==> src/rtl/latch_pkg.sv <==
// -----------------------------------------------------------------------------
// latch_pkg
// Shared constants and types for the UART command parser.
//   OP_WRITE / OP_READ : command opcodes ('W' / 'R')
//   RSP_ACK / RSP_ERR  : response bytes ('K' after a write, '?' for a bad opcode)
//   parser_state_t     : command parser FSM states
// -----------------------------------------------------------------------------
package latch_pkg;

  localparam logic [7:0] OP_WRITE = 8'h57;
  localparam logic [7:0] OP_READ  = 8'h52;

  localparam logic [7:0] RSP_ACK  = 8'h4B;
  localparam logic [7:0] RSP_ERR  = 8'h3F;

  typedef enum logic [2:0] {
    IDLE,
    GET_ADDR,
    GET_DATA,
    WRITE,
    READ,
    CAPTURE,
    SEND
  } parser_state_t;

endpackage : latch_pkg

==> src/rtl/uart_cmd_parser_if.sv <==
// -----------------------------------------------------------------------------
// uart_cmd_parser_if
// Byte stream and register-bank signals around the command parser.
//   rx_data/rx_valid            : received byte, one-cycle valid pulse
//   tx_data/tx_valid/tx_ready   : response byte, valid/ready handshake
//   write_en/read_strobe        : register-bank access pulses
//   addr/write_data/read_data   : register-bank address and data
//   timeout                     : pulse when a partial command is discarded
// Modports: master = the parser, slave = UART + register bank side.
// -----------------------------------------------------------------------------
interface uart_cmd_parser_if;

  logic [7:0] rx_data;
  logic       rx_valid;
  logic [7:0] tx_data;
  logic       tx_valid;
  logic       tx_ready;
  logic       write_en;
  logic       read_strobe;
  logic [7:0] addr;
  logic [7:0] write_data;
  logic [7:0] read_data;
  logic       timeout;

  modport master (
    input  rx_data, rx_valid, tx_ready, read_data,
    output tx_data, tx_valid, write_en, read_strobe, addr, write_data, timeout
  );

  modport slave (
    output rx_data, rx_valid, tx_ready, read_data,
    input  tx_data, tx_valid, write_en, read_strobe, addr, write_data, timeout
  );

endinterface : uart_cmd_parser_if

==> src/rtl/uart_cmd_parser_inter_byte_timer.sv <==
// -----------------------------------------------------------------------------
// inter_byte_timer
// Counts idle clocks between bytes of one command.
//   clk, rst_n : clock, asynchronous active-low reset
//   clear      : a byte arrived this cycle; restart the count
//   run        : parser is waiting for a further byte of a command
//   expired    : TIMEOUT_CYCLES idle cycles have elapsed (one-cycle pulse)
// -----------------------------------------------------------------------------
module inter_byte_timer #(
  parameter int TIMEOUT_CYCLES = 1_000_000
) (
  input  logic clk,
  input  logic rst_n,
  input  logic clear,
  input  logic run,
  output logic expired
);

  localparam int              CNT_W = $clog2(TIMEOUT_CYCLES);
  localparam logic [CNT_W-1:0] LAST  = CNT_W'(TIMEOUT_CYCLES - 1);

  logic [CNT_W-1:0] cnt_q, cnt_d;

  // A byte in the expiry cycle wins, so clear masks expiry.
  always_comb begin
    expired = run && !clear && (cnt_q == LAST);
    cnt_d   = cnt_q + CNT_W'(1);
    if (clear || !run || expired) cnt_d = '0;
  end

  always_ff @(posedge clk or negedge rst_n) begin
    if (!rst_n) cnt_q <= '0;
    else        cnt_q <= cnt_d;
  end

endmodule : inter_byte_timer

==> src/rtl/uart_cmd_parser.sv <==
// -----------------------------------------------------------------------------
// uart_cmd_parser
// Assembles received bytes into 'W' addr data / 'R' addr commands, drives the
// register bank and returns one response byte per command.
//   clk, rst_n : clock, asynchronous active-low reset
//   bus        : uart_cmd_parser_if.master (rx stream, tx handshake, bank port,
//                timeout pulse)
// All outputs are registered.
// -----------------------------------------------------------------------------
module uart_cmd_parser
  import latch_pkg::*;
#(
  parameter int TIMEOUT_CYCLES = 1_000_000
) (
  input  logic               clk,
  input  logic               rst_n,
  uart_cmd_parser_if.master  bus
);

  parser_state_t state_q, state_d;
  logic          op_is_write_q, op_is_write_d;
  logic [7:0]    addr_q, addr_d;
  logic [7:0]    write_data_q, write_data_d;
  logic [7:0]    tx_data_q, tx_data_d;
  logic          tx_valid_q, tx_valid_d;
  logic          write_en_q, write_en_d;
  logic          read_strobe_q, read_strobe_d;
  logic          timeout_q, timeout_d;

  logic          timer_run;
  logic          timer_expired;

  assign timer_run = (state_q == GET_ADDR) || (state_q == GET_DATA);

  inter_byte_timer #(
    .TIMEOUT_CYCLES (TIMEOUT_CYCLES)
  ) u_timer (
    .clk     (clk),
    .rst_n   (rst_n),
    .clear   (bus.rx_valid),
    .run     (timer_run),
    .expired (timer_expired)
  );

  // Pulses are set one state early so they appear, registered, in the WRITE /
  // READ state itself.
  always_comb begin
    // NOTE: every signal gets a default before the case so no path leaves one
    // unassigned, which would otherwise infer a latch.
    state_d       = state_q;
    op_is_write_d = op_is_write_q;
    addr_d        = addr_q;
    write_data_d  = write_data_q;
    tx_data_d     = tx_data_q;
    tx_valid_d    = tx_valid_q;
    write_en_d    = 1'b0;
    read_strobe_d = 1'b0;
    timeout_d     = 1'b0;

    unique case (state_q)
      IDLE: begin
        if (bus.rx_valid) begin
          if (bus.rx_data == OP_WRITE || bus.rx_data == OP_READ) begin
            op_is_write_d = (bus.rx_data == OP_WRITE);
            state_d       = GET_ADDR;
          end else begin
            tx_data_d  = RSP_ERR;
            tx_valid_d = 1'b1;
            state_d    = SEND;
          end
        end
      end

      GET_ADDR: begin
        if (bus.rx_valid) begin
          addr_d = bus.rx_data;
          if (op_is_write_q) begin
            state_d = GET_DATA;
          end else begin
            read_strobe_d = 1'b1;
            state_d       = READ;
          end
        end else if (timer_expired) begin
          timeout_d = 1'b1;
          state_d   = IDLE;
        end
      end

      GET_DATA: begin
        if (bus.rx_valid) begin
          write_data_d = bus.rx_data;
          write_en_d   = 1'b1;
          state_d      = WRITE;
        end else if (timer_expired) begin
          timeout_d = 1'b1;
          state_d   = IDLE;
        end
      end

      WRITE: begin
        tx_data_d  = RSP_ACK;
        tx_valid_d = 1'b1;
        state_d    = SEND;
      end

      // Bank latches read_data on the strobe; it is usable next cycle.
      READ: state_d = CAPTURE;

      CAPTURE: begin
        tx_data_d  = bus.read_data;
        tx_valid_d = 1'b1;
        state_d    = SEND;
      end

      SEND: begin
        if (bus.tx_ready) begin
          tx_valid_d = 1'b0;
          state_d    = IDLE;
        end
      end

      default: state_d = IDLE;
    endcase
  end

  always_ff @(posedge clk or negedge rst_n) begin
    if (!rst_n) begin
      state_q       <= IDLE;
      op_is_write_q <= 1'b0;
      addr_q        <= 8'h00;
      write_data_q  <= 8'h00;
      tx_data_q     <= 8'h00;
      tx_valid_q    <= 1'b0;
      write_en_q    <= 1'b0;
      read_strobe_q <= 1'b0;
      timeout_q     <= 1'b0;
    end else begin
      // NOTE: non-blocking assignments so every flop samples pre-edge values.
      state_q       <= state_d;
      op_is_write_q <= op_is_write_d;
      addr_q        <= addr_d;
      write_data_q  <= write_data_d;
      tx_data_q     <= tx_data_d;
      tx_valid_q    <= tx_valid_d;
      write_en_q    <= write_en_d;
      read_strobe_q <= read_strobe_d;
      timeout_q     <= timeout_d;
    end
  end

  assign bus.addr        = addr_q;
  assign bus.write_data  = write_data_q;
  assign bus.tx_data     = tx_data_q;
  assign bus.tx_valid    = tx_valid_q;
  assign bus.write_en    = write_en_q;
  assign bus.read_strobe = read_strobe_q;
  assign bus.timeout     = timeout_q;

endmodule : uart_cmd_parser

==> src/flat_wrapper.sv <==
// flat-port wrapper written by rule: the top's interface ports become plain ports
module uart_cmd_parser_flat import latch_pkg::*;
#(
  parameter int TIMEOUT_CYCLES = 1_000_000
)
  (clk, rst_n, bus_rx_data, bus_rx_valid, bus_tx_ready, bus_read_data, bus_tx_data, bus_tx_valid, bus_write_en, bus_read_strobe, bus_addr, bus_write_data, bus_timeout);
  uart_cmd_parser_if bus_i ();
  input  logic clk;
  input  logic rst_n;
  input wire logic [$bits(bus_i.rx_data)-1:0] bus_rx_data;
  input wire logic [$bits(bus_i.rx_valid)-1:0] bus_rx_valid;
  input wire logic [$bits(bus_i.tx_ready)-1:0] bus_tx_ready;
  input wire logic [$bits(bus_i.read_data)-1:0] bus_read_data;
  output wire logic [$bits(bus_i.tx_data)-1:0] bus_tx_data;
  output wire logic [$bits(bus_i.tx_valid)-1:0] bus_tx_valid;
  output wire logic [$bits(bus_i.write_en)-1:0] bus_write_en;
  output wire logic [$bits(bus_i.read_strobe)-1:0] bus_read_strobe;
  output wire logic [$bits(bus_i.addr)-1:0] bus_addr;
  output wire logic [$bits(bus_i.write_data)-1:0] bus_write_data;
  output wire logic [$bits(bus_i.timeout)-1:0] bus_timeout;
  assign bus_i.rx_data = bus_rx_data;
  assign bus_i.rx_valid = bus_rx_valid;
  assign bus_i.tx_ready = bus_tx_ready;
  assign bus_i.read_data = bus_read_data;
  assign bus_tx_data = bus_i.tx_data;
  assign bus_tx_valid = bus_i.tx_valid;
  assign bus_write_en = bus_i.write_en;
  assign bus_read_strobe = bus_i.read_strobe;
  assign bus_addr = bus_i.addr;
  assign bus_write_data = bus_i.write_data;
  assign bus_timeout = bus_i.timeout;
  uart_cmd_parser #(.TIMEOUT_CYCLES(TIMEOUT_CYCLES)) u_core (.clk(clk), .rst_n(rst_n), .bus(bus_i));
endmodule
==> config.mk <==
export PLATFORM = sky130hd
export DESIGN_NAME = uart_cmd_parser_flat
export DESIGN_NICKNAME = d
export VERILOG_FILES = /design/src/rtl/latch_pkg.sv /design/src/rtl/uart_cmd_parser_if.sv /design/src/rtl/uart_cmd_parser_inter_byte_timer.sv /design/src/rtl/uart_cmd_parser.sv /design/src/flat_wrapper.sv
export SDC_FILE = /design/constraint.sdc
export NUM_CORES = 1
export LEC_CHECK = 0
export CORE_UTILIZATION = 40
export DETAILED_ROUTE_END_ITERATION = 8
export SYNTH_ARGS = -nofsm -noshare
export SYNTH_HDL_FRONTEND = slang
export SYNTH_SLANG_ARGS = --single-unit
==> constraint.sdc <==
create_clock -name clk -period 2.4 [get_ports clk]
set_input_delay 0.48 -clock clk [delete_from_list [all_inputs] [get_ports clk]]
set_output_delay 0.48 -clock clk [all_outputs]
set_load 0.01 [all_outputs]
==> flow_summary_export.csv <==
group,metric,value,unit
clocking,cts_buffers,5,
routing,via_count,1732,
floorplan,coreArea,5570,um2
sta,rsz0062_at_grt,"no",
synthesis,yosysWarnings,0,
placed_design,post_dp_cell_area,2950,um2
power_and_ir_drop,power_leakage,0.00117,uW
sta,finalClockSkew,8.05,ps
worst_setup_path,cp.required,2580,ps
worst_setup_path,critPathTopFamily,"simple AND/OR/NAND/NOR gates",
layout,final_util,54.7,%
synthesis,syn_nets,239,
sta,setup_viol_count_final,0,
routing,drt-initial-drc-count,59,
outcome,outcome,"complete, no violations",
synthesis,netlist.area_leader.share,55.3,%
synthesis,netlist_instances,218,
sta,holdWs,145,ps
floorplan,dieArea,6190,um2
sta,period_needed,2160,ps
sta,max_freq,464,MHz
floorplan,num_rows,27,
synthesis,synth_area_per_cell,10.8,um2
synthesis,yosys.area.top_type,"dfrtp_1",
synthesis,synthTopCellsByArea,"dfrtp_1, mux2_2, xnor2_1, nor2_1, a21oi_1",
layout,drive_gt1_share,13.1,%
worst_setup_path,path_buf_inv,0,
global_routing,grt_pass1_wl,8080,um
sta,finalCritPeriodShare,89.9,%
layout,final_nets,294,
routing,wire_per_inst,13.4,um
floorplan,die_x,78.7,um
floorplan,ioPinCount,48,
routing,wl,4640,um
floorplan,initial_core_util,42.2,%
clocking,cts_sinks,52,
clocking,post_cts_resized,0,
clocking,cts_tree,"yes",
synthesis,synth.distinct_cells,38,
worst_setup_path,arrival,2340,ps
clocking,cts_hold_buf,0,
layout,syn_to_final_growth,29.5,%
worst_setup_path,cp_slowest_cell,"or4_1",
layout,final_cell_mix,"dfrtp_1, clkdlybuf4s50_1, nor2_1, mux2_2, inv_1",
global_routing,grt_start_max_net_pins,32,
floorplan,die_h,78.7,um
worst_setup_path,max_stage_delay,590,ps
sta,setup-tns-final,0,ps
power_and_ir_drop,max-vdd-ir-drop,0.000399,V
synthesis,yosys_register_bits,52,
global_routing,antenna_found_initial,0,
layout,fin_area,3050,um2
clocking,cts.reportedPaths.clkPinSlew,90,ps
synthesis,synthesis.area,2350,um2
sta,hold_viol,0,
routing,viasPerCell,5.01,
routing,firstDrtPassIters,4,
worst_setup_path,worstSetupPathType,"flop to flop",
clocking,cts-htree-levels,2,
routing,drtAntennaViolNets,0,
worst_setup_path,cp_cell_sequence,"ha_1 > nand3_2 > or4_1 > o311a_1 > or3_1",
power_and_ir_drop,power_per_cell_area,951,nW/um2
worst_setup_path,start_kind,"flop",
hold_path,worstHoldPathType,"primary input to async pin",
sta,slew_headroom,65.4,%
clocking,post_cts_buffers,0,
worst_setup_path,rrSetupSlack,240,ps
layout,antenna_cells,0,
synthesis,synth-seq-area-share,55.3,%
layout,mostFrequentLayoutCell,"dfrtp_1",
global_routing,grt.overflow.total,0,
clocking,clock_path_buffers,2,
routing,drc_errors,0,
clocking,cts_root_buf,"clkbuf_8",
sta,worst_slew_pin_slew,518,ps
global_routing,grt_pass1_vias,1707,
placed_design,dpl.hpwl,3330,um
placed_design,place_congestion,0.727,
clocking,insertion_delay,300,ps
placed_design,port_buffers,47,
sta,slew_viol_final,0,
flow_run,drv_cap,0,
worst_setup_path,worst_setup_path_end_kind,"flop",
worst_setup_path,critPathMaxFanout,6,
global_routing,grtUsageTotal,16.8,%
-- per-layer routing --
| metal | wire length [um] | global-route usage [%] |
|---|---|---|
| met1 | 2240 | 22.8 |
| met5 | 0 | 0 |
| met2 | 2170 | 27.0 |
| met3 | 195 | 4.02 |
| met4 | 27 | 4.44 |
-- registers in the layout, summed over array words and instances, names as in the netlist --
| name | flops |
|---|---|
| u_core.op_is_write_q | 1 |
| u_core.bus.read_strobe | 1 |
| u_core.bus.tx_data | 8 |
| u_core.bus.write_en | 1 |
| u_core.state_q | 3 |
| u_core.bus.timeout | 1 |
| u_core.bus.addr | 8 |
| u_core.bus.write_data | 8 |
| u_core.u_timer.cnt_q | 20 |
| u_core.bus.tx_valid | 1 |
-- worst paths after layout --
kind,cells after the start,from,end
setup / recovery,5,u_core.u_timer.cnt_q[0]$_DFF_PN0_,u_core.state_q[1]$_DFFE_PN0P_
hold / removal,1,rst_n,u_core.bus.tx_data[7]$_DFFE_PN0P_
setup reg to reg,5,u_core.u_timer.cnt_q[0]$_DFF_PN0_,u_core.state_q[1]$_DFFE_PN0P_
hold reg to reg,1,u_core.u_timer.cnt_q[0]$_DFF_PN0_,u_core.u_timer.cnt_q[0]$_DFF_PN0_
max in group asynchronous,2,rst_n,u_core.u_timer.cnt_q[5]$_DFF_PN0_
min in group clk,1,u_core.u_timer.cnt_q[0]$_DFF_PN0_,u_core.u_timer.cnt_q[0]$_DFF_PN0_
-- through the flow --
stage | worst slack, ps | instances | total power [uW]
after floorplan | 358 | 218 | 1830
after global placement | 234 | 338 | 2410
after detailed placement | 188 | 338 | 2430
after CTS | 226 | 346 | 2950
after global routing | 129 | 346 | 3110
final | 243 | 346 | 2900
-- final cells by class --
class,instances,area (um2)
fill,531,2530
clock buffer,7,86.3
multi-input combinational,146,975
tap,72,90.1
sequential,52,1300
timing repair buffer,55,538
clock inverter,1,7.51
inverter,13,48.8
-- report_power, final --
group / total [uW] / internal, uW / switching (uW)
Combinational: 1110 / 672 / 436
Clock: 511 / 235 / 276
Sequential: 1280 / 1110 / 170
-- cell families (layout without fill, tap and decap cells) --
kind of cell / after synthesis / in the layout / share of synthesized area, %
buffers and inverters: 20 / 76 / 3.30
XOR/XNOR: 12 / 12 / 4.47
AND/OR/NAND/NOR: 75 / 75 / 17.3
flip-flops: 52 / 52 / 55.3
adder cells (fa/ha/maj): 1 / 1 / 0.532
AO/OA/AOI/OAI: 42 / 42 / 11.5
multiplexers: 16 / 16 / 7.66
-- cell usage after synthesis (all sizes together) --
library cell	instances
o22ai	3
nand3b	1
nand4	3
o22a	3
or4	7
o21bai	1
inv	13
nor4b	1
o311ai	1
clkbuf	5
or4b	1
nand4bb	1
o311a	1
nor4	1
nor2b	3
nand2	10
mux2	16
xor2	2
nand2b	5
ha	1
o211ai	1
buf	2
a211o	1
nor3	9
dfrtp	52
nor2	21
o21a	2
o21ai	11
a2bb2oi	3
o31ai	3
or3	5
xnor2	10
nand3	7
a21oi	12
No activity file was read; power rests on OpenSTA's default activity.
